## src/rtl/i2c_pkg.sv

```systemverilog
`default_nettype none
// ============================================================================
//  Package     : i2c_pkg
//  Description : Shared constants for the I2C byte engines: FSM state codes,
//                bit framing constants and byte-index codes.
//  Revision    : 1.0 - initial release
// ============================================================================
package i2c_pkg;

   // Bit framing: three tick phases per bit, eight data bits plus ACK slot
   localparam int         BIT_PHASES    = 3;
   localparam int         BITS_PER_BYTE = 9;

   // Byte index codes as reported on NACK_BYTE
   localparam logic [1:0] BYTE_ADDR = 2'd0;
   localparam logic [1:0] BYTE_PTR  = 2'd1;
   localparam logic [1:0] BYTE_DATA = 2'd2;
   localparam logic [1:0] NACK_NONE = 2'd3;

   // FSM state encoding (exported on ST for debug)
   localparam int         ST_W     = 5;
   localparam logic [4:0] ST_IDLE  = 5'd0;
   localparam logic [4:0] ST_ARM   = 5'd1;
   localparam logic [4:0] ST_STA_A = 5'd2;
   localparam logic [4:0] ST_STA_B = 5'd3;
   localparam logic [4:0] ST_B_SET = 5'd4;
   localparam logic [4:0] ST_B_HI  = 5'd5;
   localparam logic [4:0] ST_B_LO  = 5'd6;
   localparam logic [4:0] ST_STP_A = 5'd7;
   localparam logic [4:0] ST_STP_B = 5'd8;
   localparam logic [4:0] ST_STP_C = 5'd9;
   localparam logic [4:0] ST_DONE  = 5'd10;

   // Address byte on the wire: 7-bit address with the R/W bit forced to write
   function automatic logic [7:0] write_address(input logic [7:0] addr);
      return {addr[7:1], 1'b0};
   endfunction

endpackage
`default_nettype wire

```

## src/rtl/i2c_tx_shift.sv

```systemverilog
`default_nettype none
// ============================================================================
//  Module      : i2c_tx_shift
//  Description : 9-bit transmit shift register (data byte followed by a
//                released ACK slot) with a 4-bit count of clocked bits.
//  Revision    : 1.0 - initial release
// ============================================================================
module i2c_tx_shift
   import i2c_pkg::*;
(
   input  logic       clk,
   input  logic       rst_n,
   input  logic       i_load,
   input  logic [7:0] i_load_byte,
   input  logic       i_shift,
   input  logic       i_count,
   output logic       o_msb,
   output logic       o_done9
);

   localparam logic [3:0] c_bits_per_byte = 4'(BITS_PER_BYTE);

   logic [8:0] r_shreg;
   logic [3:0] r_bit_cnt;

   // Load a fresh byte with a trailing '1' so the ACK slot releases SDA;
   // shifting fills with '1' for the same reason.
   always_ff @(posedge clk or negedge rst_n) begin
      if (!rst_n) begin
         r_shreg   <= '1;
         r_bit_cnt <= '0;
      end else if (i_load) begin
         r_shreg   <= {i_load_byte, 1'b1};
         r_bit_cnt <= '0;
      end else begin
         if (i_shift) r_shreg   <= {r_shreg[7:0], 1'b1};
         if (i_count) r_bit_cnt <= r_bit_cnt + 4'd1;
      end
   end

   assign o_msb   = r_shreg[8];
   assign o_done9 = (r_bit_cnt == c_bits_per_byte);

endmodule
`default_nettype wire

```

## src/rtl/i2c_write_byte.sv

```systemverilog
`default_nettype none
// ============================================================================
//  Module      : i2c_write_byte
//  Description : I2C master write engine. Sends START, address+W, optional
//                register pointer, one data byte and STOP on open-drain style
//                SDA/SCL drives (1 = released), three ticks per bit.
//  Revision    : 1.0 - initial release
// ============================================================================
module i2c_write_byte
   import i2c_pkg::*;
#(
   parameter logic POINTER_EN    = 1'b1,
   parameter logic ABORT_ON_NACK = 1'b1
)(
   input  logic            PT_CK,
   input  logic            RESET_N,
   input  logic [7:0]      SLAVE_ADDRESS,
   input  logic [7:0]      POINTER,
   input  logic [7:0]      WDATA,
   input  logic            GO,
   input  logic            SDAI,
   output logic            SDAO,
   output logic            SCLO,
   output logic            END_OK,
   output logic            ACK_OK,
   output logic [1:0]      NACK_BYTE,
   output logic [ST_W-1:0] ST
);

   logic [ST_W-1:0] r_state;
   logic            r_sdao;
   logic            r_sclo;
   logic            r_end_ok;
   logic            r_ack_ok;
   logic [1:0]      r_nack_byte;
   logic [7:0]      r_addr;
   logic [7:0]      r_ptr;
   logic [7:0]      r_data;
   logic [1:0]      r_byte_idx;
   logic            r_sda_sample;

   logic            w_msb;
   logic            w_done9;
   logic            w_more;
   logic [1:0]      w_next_idx;
   logic [7:0]      w_next_byte;
   logic            w_abort;
   logic            w_advance;
   logic            w_load;
   logic [7:0]      w_load_byte;
   logic            w_shift;
   logic            w_count;

   // Byte sequencing: which byte follows the current one and whether the
   // shift register must be reloaded on this tick.
   always_comb begin
      w_more      = (r_byte_idx != BYTE_DATA);
      w_next_idx  = ((r_byte_idx == BYTE_ADDR) && (POINTER_EN == 1'b1)) ? BYTE_PTR : BYTE_DATA;
      w_next_byte = (w_next_idx == BYTE_PTR) ? r_ptr : r_data;
      w_abort     = r_sda_sample && (ABORT_ON_NACK == 1'b1);
      w_advance   = (r_state == ST_B_LO) && w_done9 && !w_abort && w_more;
      w_load      = (r_state == ST_STA_B) || w_advance;
      w_load_byte = (r_state == ST_STA_B) ? r_addr : w_next_byte;
      w_shift     = (r_state == ST_B_SET);
      w_count     = (r_state == ST_B_HI);
   end

   i2c_tx_shift u_tx_shift (
      .clk         (PT_CK),
      .rst_n       (RESET_N),
      .i_load      (w_load),
      .i_load_byte (w_load_byte),
      .i_shift     (w_shift),
      .i_count     (w_count),
      .o_msb       (w_msb),
      .o_done9     (w_done9)
   );

   // Frame FSM; bus drives are registered and set on entry to each state so
   // SDA only moves on ticks where SCL is held low (bar START/STOP).
   always_ff @(posedge PT_CK or negedge RESET_N) begin
      if (!RESET_N) begin
         r_state      <= ST_IDLE;
         r_sdao       <= 1'b1;
         r_sclo       <= 1'b1;
         r_end_ok     <= 1'b1;
         r_ack_ok     <= 1'b0;
         r_nack_byte  <= NACK_NONE;
         r_addr       <= '0;
         r_ptr        <= '0;
         r_data       <= '0;
         r_byte_idx   <= BYTE_ADDR;
         r_sda_sample <= 1'b1;
      end else begin
         case (r_state)
            ST_IDLE: begin
               r_sdao   <= 1'b1;
               r_sclo   <= 1'b1;
               r_end_ok <= 1'b1;
               if (GO) r_state <= ST_ARM;
            end
            ST_ARM: begin
               if (!GO) begin
                  r_addr      <= write_address(SLAVE_ADDRESS);
                  r_ptr       <= POINTER;
                  r_data      <= WDATA;
                  r_end_ok    <= 1'b0;
                  r_ack_ok    <= 1'b0;
                  r_nack_byte <= NACK_NONE;
                  r_byte_idx  <= BYTE_ADDR;
                  r_sdao      <= 1'b0;
                  r_sclo      <= 1'b1;
                  r_state     <= ST_STA_A;
               end
            end
            ST_STA_A: begin
               r_sclo  <= 1'b0;
               r_state <= ST_STA_B;
            end
            ST_STA_B: begin
               r_sdao  <= r_addr[7];
               r_state <= ST_B_SET;
            end
            ST_B_SET: begin
               r_sclo  <= 1'b1;
               r_state <= ST_B_HI;
            end
            ST_B_HI: begin
               // Only the sample taken on the ACK slot is ever consumed
               r_sda_sample <= SDAI;
               r_sclo       <= 1'b0;
               r_state      <= ST_B_LO;
            end
            ST_B_LO: begin
               if (!w_done9) begin
                  r_sdao  <= w_msb;
                  r_state <= ST_B_SET;
               end else begin
                  if (r_sda_sample && (r_nack_byte == NACK_NONE))
                     r_nack_byte <= r_byte_idx;
                  if (w_advance) begin
                     r_byte_idx <= w_next_idx;
                     r_sdao     <= w_next_byte[7];
                     r_state    <= ST_B_SET;
                  end else begin
                     r_sdao  <= 1'b0;
                     r_state <= ST_STP_A;
                  end
               end
            end
            ST_STP_A: begin
               r_sclo  <= 1'b1;
               r_state <= ST_STP_B;
            end
            ST_STP_B: begin
               r_sdao  <= 1'b1;
               r_state <= ST_STP_C;
            end
            ST_STP_C: begin
               r_state <= ST_DONE;
            end
            ST_DONE: begin
               r_end_ok <= 1'b1;
               r_ack_ok <= (r_nack_byte == NACK_NONE);
               r_state  <= ST_IDLE;
            end
            default: begin
               r_sdao   <= 1'b1;
               r_sclo   <= 1'b1;
               r_end_ok <= 1'b1;
               r_state  <= ST_IDLE;
            end
         endcase
      end
   end

   assign SDAO      = r_sdao;
   assign SCLO      = r_sclo;
   assign END_OK    = r_end_ok;
   assign ACK_OK    = r_ack_ok;
   assign NACK_BYTE = r_nack_byte;
   assign ST        = r_state;

endmodule
`default_nettype wire

```

## config.mk

```make
export PLATFORM = sky130hd
export DESIGN_NAME = i2c_write_byte
export DESIGN_NICKNAME = d
export VERILOG_FILES = /design/src/rtl/i2c_pkg.sv /design/src/rtl/i2c_tx_shift.sv /design/src/rtl/i2c_write_byte.sv
export SDC_FILE = /design/constraint.sdc
export NUM_CORES = 1
export LEC_CHECK = 0
export CORE_AREA = 8 8 75 77
export CTS_BUF_LIST = sky130_fd_sc_hd__clkbuf_8
export DETAILED_ROUTE_END_ITERATION = 6
export DIE_AREA = 0 0 83 85
export HOLD_SLACK_MARGIN = 0.05
export PLACE_DENSITY = 0.79
export SLEW_MARGIN = 5
export SYNTH_ARGS = -nofsm -noshare
export SYNTH_HDL_FRONTEND = slang
export SYNTH_SLANG_ARGS = --single-unit
```

## constraint.sdc

```tcl
create_clock -name PT_CK -period 2.5 [get_ports PT_CK]
set_input_delay 0.375 -clock PT_CK [delete_from_list [all_inputs] [get_ports PT_CK]]
set_output_delay 0.375 -clock PT_CK [all_outputs]
set_load 0.02 [all_outputs]
```

==> impl_metrics.py <==
metrics = {
    "run": {
        "drv_cap": 0,
    },
    "sta": {
        "worstMarginPinSlew_ps": 582,
        "grt_setup_unrepaired": "no",
        "fin_skew_ps": 9.97,
        "finalHoldViolations": 0,
        "slew_viol_final": 0,
        "fmax_ghz": 0.498,
        "whs_ps": 62.0,
        "min_period_ps": 2010,
        "fin_crit_sh": 0.803,
        "finalSetupTns_ps": 0,
        "maxSlewHeadroom": 0.611,
        "final-setup-viol-count": 0,
    },
    "yosys": {
        "synth_seq_area_share": 0.509,
        "ys_warn_count": 0,
        "synth-seq-cells": 48,
        "synth_ff_type": "dfrtp_1",
        "syn_inst": 209,
        "syn-num-nets": 239,
        "syn_avg_cell_area_um2": 11.4,
        "synthArstFlopShare": 1.00,
        "synth_edf_count": 0,
        "synth_area_um2": 2390,
        "ys_types": 47,
    },
    "drt": {
        "via_count": 1705,
        "dr_wl_met2_um": 2480,
        "remaining_drc_errors": 0,
        "wl_met1_um": 2140,
        "wire_per_inst_um": 16.1,
        "vias_per_cell": 5.61,
        "dr.max_layer_used": "met4",
        "dr.pass1.iters": 6,
        "wirelength_um": 4910,
        "dr_wl_met3_um": 191,
        "ant_nets": 0,
        "drtIter0Drc": 125,
    },
    "global_route": {
        "grt_pass1_wl_um": 8580,
        "grt_overflow": 0,
        "grt_max_degree": 29,
        "grt_pass1_vias": 1807,
        "grt_usage": 0.146,
        "antenna_found_initial": 0,
    },
    "cts": {
        "cts_tree": "yes",
        "path_clk_slew_ps": 90,
        "cts_max_level": 2,
        "post-cts-setup-buffer-count": 0,
        "ctsResizeCount": 0,
        "clockRootBuffer": "clkbuf_8",
        "cts_hold_buf": 0,
        "clock_latency_ps": 300,
        "clk_path_buf_depth": 2,
        "clock-sinks": 48,
        "cts_made_buffers": 5,
    },
    "power_and_ir_drop": {
        "p_total_mw": 3.73,
        "p_leak_nw": 1.23,
        "irDropWorstVdd_v": 0.000660,
        "pwr_density_cell_nw_per_um2": 1270,
    },
    "floorplan": {
        "die_h_um": 85,
        "fp.dieW_um": 83,
        "fp-row-count": 25,
        "coreArea_um2": 4540,
        "ios": 39,
        "start_util": 0.527,
        "die-area_um2": 7060,
    },
    "place": {
        "placed_cell_area_um2": 2820,
        "place.gp.congestion": 0.860,
        "numPortBuffers": 36,
        "place_hpwl_um": 3590,
    },
    "worst_setup_path": {
        "cp_max_fo": 14,
        "critPathTopFamily": "buffers and inverters",
        "rr_worst_depth": 5,
        "cp.arrival_ps": 1630,
        "critical_path_buf_inv_count": 1,
        "critPathRequiredTime_ps": 2120,
        "worstSetupPathType": "register to output pin",
        "cp-start-kind": "register",
        "critical_path.max_stage_delay_ps": 700,
        "cp.depth": 1,
        "crit_chain": "clkdlybuf4s50_1",
        "cpMaxStageDelayCell": "clkdlybuf4s50_1",
        "end_kind": "output pin",
    },
    "finish": {
        "fin_util": 0.646,
        "layout.nets": 279,
        "layout-drive-gt1-share": 0.208,
        "antenna_cells": 0,
        "syn2layout_area_growth_pct": 22.5,
        "fin_area_um2": 2930,
    },
    "outcome": {
        "status": "completed",
    },
    "hold_path": {
        "hold_path_class": "primary input to asynchronous set/reset pin",
    },
}
cell usage after synthesis (3+ instances only):
| cell | n | area, µm² |
|---|---|---|
| clkbuf_1 | 3 | 11.3 |
| mux2i_1 | 6 | 60.1 |
| dfrtp_1 | 34 | 851 |
| nand2b_1 | 5 | 31.3 |
| nor2_1 | 21 | 78.8 |
| o21ai_0 | 11 | 55.1 |
| o22ai_1 | 7 | 43.8 |
| buf_2 | 3 | 15.0 |
| mux2_2 | 14 | 158 |
| buf_4 | 4 | 30.0 |
| mux2_1 | 16 | 180 |
| inv_1 | 7 | 26.3 |
| nand2_1 | 8 | 30.0 |
| a21oi_1 | 15 | 75.1 |
| dfstp_2 | 14 | 368 |
power by group:
group	switching, mW	internal (mW)
sequential	0.325	1.24
combinational	0.796	0.817
clock	0.255	0.296
per-layer routing:
metal	GRT usage	vias to the layer above
met4	0.0719	0
li1	-	829
met2	0.240	33
met5	0	-
met3	0.0345	8
met1	0.175	835
worst register-to-register path: cells and delay by family, from the launching register on:
kind | cells | cell delay [ps]
AND/OR/NAND/NOR | 2 | 570
buffers and inverters | 1 | 250
multiplexers | 1 | 350
flip-flops | 1 | 550
AO/OA/AOI/OAI | 1 | 180
logic make-up (layout without fill, tap and decap cells):
group | count (synthesis) | in the layout | synth area share
xor gates and xnor gates | 4 | 4 | 0.0146
DFF | 48 | 48 | 0.509
muxes | 36 | 36 | 0.166
other | 1 | 1 | 0.00157
adders and majority gates | 2 | 2 | 0.0105
and+or+nand+nor | 54 | 54 | 0.137
AOI/OAI and AO/OA | 46 | 46 | 0.122
buffers and inverters | 18 | 59 | 0.0392
cell usage in the layout, fill, tap and decap left out, types with 6 or more instances in the layout:
master           synthesis  final
clkdlybuf4s50_1          0     35
dfrtp_1                 34     34
nor2_1                  21     21
mux2_1                  16     16
a21oi_1                 15     15
dfstp_2                 14     14
mux2_2                  14     14
o21ai_0                 11     11
nand2_1                  8      8
inv_1                    7      7
o22ai_1                  7      7
buf_4                    4      7
mux2i_1                  6      6
state kept, by name, summed over array words and instances (netlist names):
| register | flops |
|---|---|
| r_data | 8 |
| r_ptr | 8 |
| u_tx_shift.r_shreg | 8 |
| r_addr | 7 |
| ST | 4 |
| u_tx_shift.r_bit_cnt | 4 |
| NACK_BYTE | 2 |
| r_byte_idx | 2 |
| ACK_OK | 1 |
| END_OK | 1 |
| SCLO | 1 |
| SDAO | 1 |
| r_sda_sample | 1 |
through the flow:
step,std cells,setup slack [ps]
after floorplan,209,621
after global placement,296,484
after detailed placement,296,455
after CTS,304,488
after global routing,304,391
final,304,493
area by class of cell:
cell class	instances	area (µm²)
tap	54	67.6
sequential	48	1220
inverter	7	26.3
clock inverter	3	42.5
fill	383	1600
clock buffer	5	68.8
multi-input combinational	143	1080
timing repair buffer	44	428
worst paths after layout:
kind,from,to,slack (ps)
max,ST[3],ST[3],490
min,RESET_N,r_ptr[7],60
max reg2reg,ST[3],u_tx_shift.r_shreg[6],520
min reg2reg,r_data[4],r_data[4],490
max in group asynchronous,RESET_N,u_tx_shift.r_shreg[7],1830
min in group PT_CK,r_data[4],r_data[4],490
Power figures use the tool's default switching activity.
